### src/rtl/scs8hd_lpflow_pkg.sv
// Shared types and helpers for the level-shift / isolation sequencer.
package scs8hd_lpflow_pkg;

  typedef enum logic [2:0] {
    S_WAKE,
    S_SETTLE,
    S_ON,
    S_ISO,
    S_PWROFF,
    S_OFF
  } state_e;

  // Counter width able to hold the largest of the three cycle limits.
  function automatic int unsigned calc_cnt_w(input int unsigned iso_setup,
                                             input int unsigned settle,
                                             input int unsigned timeout);
    int unsigned m;
    m = iso_setup;
    if (settle > m) m = settle;
    if (timeout > m) m = timeout;
    return (m < 2) ? 1 : $clog2(m + 1);
  endfunction

endpackage

### src/rtl/scs8hd_lpflow_iso_fsm.sv
// Power-down / power-up sequencer: isolation, switch control, power-good handshake.
module scs8hd_lpflow_iso_fsm
  import scs8hd_lpflow_pkg::*;
#(
  parameter int unsigned ISO_SETUP = 2,
  parameter int unsigned SETTLE    = 4,
  parameter int unsigned TIMEOUT   = 255,
  parameter int unsigned CNT_W     = 8
) (
  input  logic clk_i,
  input  logic reset_i,
  input  logic sleep_req_i,
  input  logic pwr_good_i,
  output logic capture_o,
  output logic iso_active_o,
  output logic pwr_en_o,
  output logic sleep_ack_o,
  output logic err_o
);

  // Counter holds cycles already spent in the state, so each limit fires on its N-th cycle.
  localparam logic [CNT_W-1:0] IsoLast    = CNT_W'(ISO_SETUP - 1);
  localparam logic [CNT_W-1:0] SettleLast = CNT_W'(SETTLE - 1);
  localparam logic [CNT_W-1:0] ToLast     = CNT_W'(TIMEOUT - 1);
  localparam logic [CNT_W-1:0] CntMax     = '1;

  state_e           state_q, state_d;
  logic [CNT_W-1:0] cnt_q;
  logic             err_set;
  logic             iso_q, pwr_en_q, ack_q, err_q;

  always_comb begin
    state_d = state_q;
    err_set = 1'b0;
    unique case (state_q)
      S_WAKE: begin
        if (cnt_q == ToLast) err_set = 1'b1;
        if (pwr_good_i) state_d = S_SETTLE;
      end
      S_SETTLE: begin
        if (!pwr_good_i) state_d = S_WAKE;
        else if (cnt_q == SettleLast) state_d = S_ON;
      end
      S_ON: begin
        if (!pwr_good_i) begin
          state_d = S_WAKE;
          err_set = 1'b1;
        end else if (sleep_req_i) begin
          state_d = S_ISO;
        end
      end
      S_ISO: begin
        if (cnt_q == IsoLast) state_d = S_PWROFF;
      end
      S_PWROFF: begin
        if (cnt_q == ToLast) begin
          err_set = 1'b1;
          state_d = S_OFF;
        end
        if (!pwr_good_i) state_d = S_OFF;
      end
      S_OFF: begin
        if (!sleep_req_i) state_d = S_WAKE;
      end
      default: state_d = S_WAKE;
    endcase
  end

  assign capture_o = (state_q == S_ON) && (state_d == S_ON);

  always_ff @(posedge clk_i) begin
    if (reset_i) begin
      state_q  <= S_WAKE;
      cnt_q    <= '0;
      err_q    <= 1'b0;
      iso_q    <= 1'b1;
      pwr_en_q <= 1'b1;
      ack_q    <= 1'b0;
    end else begin
      state_q  <= state_d;
      cnt_q    <= (state_d != state_q) ? '0 : ((cnt_q == CntMax) ? cnt_q : cnt_q + 1'b1);
      err_q    <= err_q | err_set;
      iso_q    <= (state_d != S_ON);
      pwr_en_q <= !((state_d == S_PWROFF) || (state_d == S_OFF));
      ack_q    <= (state_d == S_OFF);
    end
  end

  assign iso_active_o = iso_q;
  assign pwr_en_o     = pwr_en_q;
  assign sleep_ack_o  = ack_q;
  assign err_o        = err_q;

endmodule

### src/rtl/scs8hd_lpflow_lsbuf_iso_seq.sv
// Multi-bit isolating crossing from a switchable domain, with its power sequencer.
module scs8hd_lpflow_lsbuf_iso_seq
  import scs8hd_lpflow_pkg::*;
#(
  parameter int unsigned       WIDTH     = 8,
  parameter logic [WIDTH-1:0]  CLAMP_VAL = '0,
  parameter int unsigned       HOLD_MODE = 0,
  parameter int unsigned       ISO_SETUP = 2,
  parameter int unsigned       SETTLE    = 4,
  parameter int unsigned       TIMEOUT   = 255,
  parameter int unsigned       CNT_W     = calc_cnt_w(ISO_SETUP, SETTLE, TIMEOUT)
) (
  input  logic             clk,
  input  logic             reset,
  input  logic             sleep_req,
  output logic             sleep_ack,
  output logic             pwr_en,
  input  logic             pwr_good,
  input  logic [WIDTH-1:0] a,
  output logic [WIDTH-1:0] x,
  output logic             iso_active,
  output logic             err
);

  logic             capture;
  logic [WIDTH-1:0] x_q, x_d;

  scs8hd_lpflow_iso_fsm #(
    .ISO_SETUP(ISO_SETUP),
    .SETTLE   (SETTLE),
    .TIMEOUT  (TIMEOUT),
    .CNT_W    (CNT_W)
  ) u_fsm (
    .clk_i       (clk),
    .reset_i     (reset),
    .sleep_req_i (sleep_req),
    .pwr_good_i  (pwr_good),
    .capture_o   (capture),
    .iso_active_o(iso_active),
    .pwr_en_o    (pwr_en),
    .sleep_ack_o (sleep_ack),
    .err_o       (err)
  );

  // Source data is only sampled while the domain stays on across the edge.
  always_comb begin
    x_d = x_q;
    if (capture) x_d = a;
    else if (HOLD_MODE == 0) x_d = CLAMP_VAL;
  end

  always_ff @(posedge clk) begin
    if (reset) x_q <= CLAMP_VAL;
    else       x_q <= x_d;
  end

  assign x = x_q;

endmodule

### config.mk
export PLATFORM = sky130hd
export DESIGN_NAME = scs8hd_lpflow_lsbuf_iso_seq
export DESIGN_NICKNAME = d
export VERILOG_FILES = /design/src/rtl/scs8hd_lpflow_pkg.sv /design/src/rtl/scs8hd_lpflow_iso_fsm.sv /design/src/rtl/scs8hd_lpflow_lsbuf_iso_seq.sv
export SDC_FILE = /design/constraint.sdc
export NUM_CORES = 1
export LEC_CHECK = 0
export BUFFER_PORTS_ARGS = -buffer_cell sky130_fd_sc_hd__buf_2
export CORE_MARGIN = 5
export CORE_UTILIZATION = 57
export DETAILED_ROUTE_END_ITERATION = 7
export PLACE_DENSITY = 0.93
export SYNTH_ARGS = -nofsm -noshare
export SYNTH_HDL_FRONTEND = slang
export SYNTH_SLANG_ARGS = --single-unit
### constraint.sdc
create_clock -name clk -period 6 [get_ports clk]
set_input_delay 0.6 -clock clk [delete_from_list [all_inputs] [get_ports clk]]
set_output_delay 0.6 -clock clk [all_outputs]
set_load 0.02 [all_outputs]
Word-level counts from Yosys, hierarchy flattened --
Cells that the tools add are included.
Storage, ports and cells: register bits 23, bits in latches 0, memory bits (writable) 0, bits in read-only memories 0, input port bits 12, output and inout port bits 12, memories kept 0
Operators by class: $add $sub $neg 1, multiply operators 0, div/mod/pow operators 0, $lt $le $gt $ge 0, equal/unequal tests 14, shifts and indexed selects 0, muxes and demuxes 13, bitwise logic cells 2, reductions and logical operators 7
Operators by type and width (count):
- $mux W3 | 9
- $pmux W3 S6 | 1
- $eq A8 B8 Y1 const B | 2
- $eq A3 B3 Y1 const B | 4
- $eq A3 B2 Y1 const B | 3
- $add A8 B1 Y8 const B | 1
- $eq A8 B1 Y1 const B | 1
- $eq A8 B2 Y1 const B | 1
- $reduce_or A2 Y1 | 3
- $eq A3 B1 Y1 const B | 1
- $logic_not A3 Y1 | 1
- $ne A3 B2 Y1 const B | 1
- $ne A3 B3 Y1 | 1
- $mux W1 | 2
- $pmux W1 S2 | 1
- $logic_and A1 B1 Y1 | 1
- $logic_not A1 Y1 | 1
- $logic_or A1 B1 Y1 | 1
- $not A1 Y1 | 1
- $or A1 B1 Y1 | 1

Depth between registers and ports, before layout --
depth in word-level cells 8, gate-level depth with buffers 8, gate-level depth less buffers 7

By module --
Synthesis repeated with hierarchy kept, for this count alone.
Unflattened totals: cell total of the unflattened synthesis 118, area, all modules 1089.8 um2
Modules (own cells, without submodules):
- scs8hd_lpflow_iso_fsm | times used 1, cells an instance 102, area an instance 859.6 um2
- scs8hd_lpflow_lsbuf_iso_seq | times used 1, cells an instance 16, area an instance 230.2 um2

Worst setup path before layout --
OpenSTA, ideal clock, no wires.
kind register to register, from register u_fsm.cnt_q[2], to register u_fsm.iso_q, in the netlist u_fsm.iso_active_o, library setup time 124 ps, arrival time 1937 ps, required time 5876 ps, setup slack 3939 ps, stages on the path, launching flop included 6, path buffers 0, clock period less this slack 2061 ps, cell sequence dfxtp_1 -> or4_4 -> or4_4 -> a21oi_2 -> nor2_2 -> a2111o_1
Between the ends: longest elaborated chain between the ends 5, elaborated cells on any way between the ends 10
RTL lines:
- start, declared | line scs8hd_lpflow_iso_fsm.sv:28 | logic [CNT_W-1:0] cnt_q;
- start signal, assigned | line scs8hd_lpflow_iso_fsm.sv:81 | cnt_q <= (state_d != state_q) ? '0 : ((cnt_q == CntMax) ? cnt_q : cnt_q + 1'b1);
- $eq A8 B8 Y1 or $eq A8 B2 Y1 (tied branches) | line scs8hd_lpflow_iso_fsm.sv:56, scs8hd_lpflow_iso_fsm.sv:42
- $mux W3 (on tied branches) | line scs8hd_lpflow_iso_fsm.sv:56, scs8hd_lpflow_iso_fsm.sv:42
- $mux W3 (on tied branches) | line scs8hd_lpflow_iso_fsm.sv:60, scs8hd_lpflow_iso_fsm.sv:41
- $pmux W3 S6 * | line scs8hd_lpflow_iso_fsm.sv:35 | unique case (state_q)
- $ne A3 B2 Y1 * | line scs8hd_lpflow_iso_fsm.sv:83 | iso_q <= (state_d != S_ON);
- end signal, assigned | line scs8hd_lpflow_iso_fsm.sv:83
- end, declared | line scs8hd_lpflow_iso_fsm.sv:30 | logic iso_q, pwr_en_q, ack_q, err_q;
Every way passes the cells marked *; elsewhere a longest branch is shown, timed or not. A chain may end at the register's enable or synchronous reset.

Worst setup path after layout --
Ends and elaborated chain as after synthesis.

==> impl_metrics.py <==
metrics = {
    "worst_setup_path": {
        "crit_type": "register to register",
        "crit_path_end_kind": "register",
        "ff2ff_setup_slack_ns": 3.78,
        "required_ns": 6.20,
        "crit_slowest_cell": "or4_4",
        "crit_path_max_fanout": 10,
        "worst_path_largest_cell_delay_ns": 0.57,
        "regToRegEndpoint": "u_fsm.iso_active_o",
        "crit_arrival_ns": 2.42,
        "path_cells": "or4_4 -> or4_4 -> a21oi_2 -> nor2_2 -> a2111o_1",
        "r2r-start": "u_fsm.cnt_q[2]",
        "critPathBufInv": 0,
        "cp-start-kind": "register",
        "crit_family": "simple AND/OR/NAND/NOR gates",
        "r2r_cells": 5,
        "path_common_cell": "or4_4",
    },
    "route": {
        "dr_wl_met3_um": 177,
        "dr.pass1.iters": 5,
        "routed-wl-met2_mm": 1.273,
        "antenna_left": 0,
        "wirelength_mm": 2.667,
        "vias": 1121,
        "post_drt_wl_per_cell_um": 14.34,
        "drt_iter0_markers": 36,
        "wl_met1_mm": 1.149,
        "top_layer_used": "met4",
        "drc_errors": 0,
        "viasPerCell": 6.027,
    },
    "synthesis": {
        "synth_edf_count": 0,
        "ys_ff_latch": 23,
        "synth_common_cells": "23 x dfxtp_1, 18 x nand2_1, 15 x a21oi_1, 9 x nor3_1",
        "synthDistinctLibCells": 42,
        "synth_top_area_frac": 0.4017,
        "synth_top_cell_by_area": "dfxtp_1",
        "synth_nets": 153,
        "ys_seq_area_frac": 0.4017,
        "ys.flop_type": "dfxtp_1",
        "avgSynthCellArea_um2": 8.305,
        "yosysWarnings": 0,
        "synth_cells": 138,
        "async_flop_share": 0,
        "syn_area_um2": 1146,
        "synth_area_leaders": "dfxtp_1 40%, a21oi_1 6.6%, nand2_1 5.9%, nor3_1 3.9%, ha_1 3.3%",
        "yosysMostFrequentCell": "dfxtp_1",
    },
    "final_layout": {
        "fin_nets": 175,
        "diodes": 0,
        "post-route-util": 0.6688,
        "drive_gt1_frac": 0.2075,
        "seq_area_um2": 460.4,
        "final_area_um2": 1299,
        "stdcell_count": 186,
        "n_fill_cell": 165,
        "multiInputGateArea_um2": 648.1,
        "area_delta_synth_final_pct": 13.32,
    },
    "hold_path": {
        "hold_end": "x[0]",
        "hold_path_depth": 3,
        "hp-start": "a[0]",
        "hold_class": "input port to register",
    },
    "clocking": {
        "cts_tree": "built",
        "htree_levels": 1,
        "clk_latency_ns": 0.30,
        "cts.clk_slew.worst_paths_ns": 0.12,
        "cts_resized": 0,
        "cts_root_buf": "clkbuf_4",
        "post_cts_buffers": 0,
        "clockBufferDepth": 2,
        "cts.sinks": 23,
        "cts_hold_buf": 0,
        "numCtsBuffers": 3,
    },
    "floorplan": {
        "dieArea_um2": 3007,
        "row_count": 16,
        "die_w_um": 54.84,
        "core_um2": 1942,
        "io-pin-count": 24,
        "die_h_um": 54.84,
        "start_util": 0.5902,
    },
    "placement": {
        "portBuffers": 23,
        "hpwl_mm": 1.912,
        "dpl_cell_area_um2": 1272,
        "dp_cells": 182,
        "gp_congestion": 0.9008,
    },
    "power_and_ir_drop": {
        "p_leak_nw": 0.4953,
        "peakVddDrop_uv": 136.2,
        "power.density_nw_per_um2": 189.2,
    },
    "grt": {
        "grt_max_degree": 17,
        "grt_first_pass_wirelength_mm": 4.229,
        "grt_overflow_total": 0,
        "track_usage": 0.1924,
        "grt_pass1_vias": 980,
        "antenna_found_initial": 0,
    },
    "timing": {
        "drv_slew": 0,
        "hold_viol": 0,
        "fmax_ghz": 0.4507,
        "hold_ws_ns": 0.4956,
        "max_slew.worst_pin.slew_ns": 0.7958,
        "skew_ns": 0.003515,
        "fin_setup_tns_ns": 0,
        "period_minus_slack_ns": 2.219,
        "post-route-period-util": 0.3698,
        "slew_headroom": 0.4683,
        "setup_violations": 0,
        "rsz0062_at_grt": "no",
    },
    "run": {
        "cap_viol_max_count": 0,
    },
    "run_status": {
        "run_status": "completed",
    },
}
## through the flow
step | worst slack (ns) | power [mW]
final | 3.781 | 0.2457
after detailed placement | 3.823 | 0.1787
after floorplan | 3.939 | 0.1717
after CTS | 3.788 | 0.2482
after global routing | 3.631 | 0.2560
after global placement | 3.902 | 0.1778
## power breakdown
part | leakage, nW | switching (mW) | total (mW) | internal [mW]
clock network | 0.0150 | 0.0441 | 0.0701 | 0.0259
logic | 0.294 | 0.0110 | 0.0186 | 0.00763
registers | 0.186 | 0.00298 | 0.157 | 0.154
## area by class of cell
cell class,count,share of cell area
multi-input combinational,105,0.4990
sequential,23,0.3545
timing repair buffer,23,0.08863
tap,27,0.02601
clock buffer,4,0.02023
inverter,4,0.01156
## layer usage
layer	global-route usage	vias up
met3	0.03815	9
met5	0	-
li1	-	547
met2	0.2913	53
met1	0.2504	512
met4	0.1120	0
## worst reg2reg max path, cell delays in order (launching register included)
cell      delay, ns
dfxtp_1        0.40
or4_4          0.57
or4_4          0.50
a21oi_2        0.17
nor2_2         0.12
a2111o_1       0.36
## state kept, by name, indices dropped and copies added, names as in the netlist
name,count
u_fsm.pwr_en_o,1
x,8
u_fsm.state_q,3
u_fsm.sleep_ack_o,1
u_fsm.iso_active_o,1
u_fsm.err_o,1
u_fsm.cnt_q,8
## worst max-delay path by stage
stage	startpoint	endpoint	cells past startpoint
finish	u_fsm.cnt_q[2]	u_fsm.iso_active_o	5
global route	u_fsm.cnt_q[0]	u_fsm.iso_active_o	6
CTS	u_fsm.cnt_q[2]	u_fsm.iso_active_o	5
detailed placement	u_fsm.cnt_q[2]	u_fsm.iso_active_o	5
global placement	u_fsm.cnt_q[2]	u_fsm.iso_active_o	5
floorplan	u_fsm.cnt_q[2]	u_fsm.iso_active_o	5
## placed cells by master, fill, tap and decap left out, types with 3 or more instances in the layout
| cell | n |
|---|---|
| buf_2 | 23 |
| dfxtp_1 | 23 |
| nand2_1 | 18 |
| a21oi_1 | 15 |
| nor3_1 | 9 |
| o21ai_0 | 6 |
| nor2_1 | 6 |
| inv_1 | 4 |
| nor2b_1 | 4 |
| a211oi_1 | 3 |
| nand3b_1 | 3 |
| o211ai_1 | 3 |
| ha_1 | 3 |
| clkbuf_4 | 3 |
## logic make-up (layout without fill, tap and decap cells)
kind of cell               after synthesis  count (layout)  synth area share
and+or+nand+nor                         62              62            0.3068
AOI/OAI and AO/OA                       36              36            0.1932
DFF                                     23              23            0.4017
buffers and inverters                   10              31           0.03275
adders and majority gates                3               3           0.03275
xor gates and xnor gates                 3               3           0.02293
muxes                                    1               1          0.009825
No activity file was read; power rests on OpenSTA's default activity.
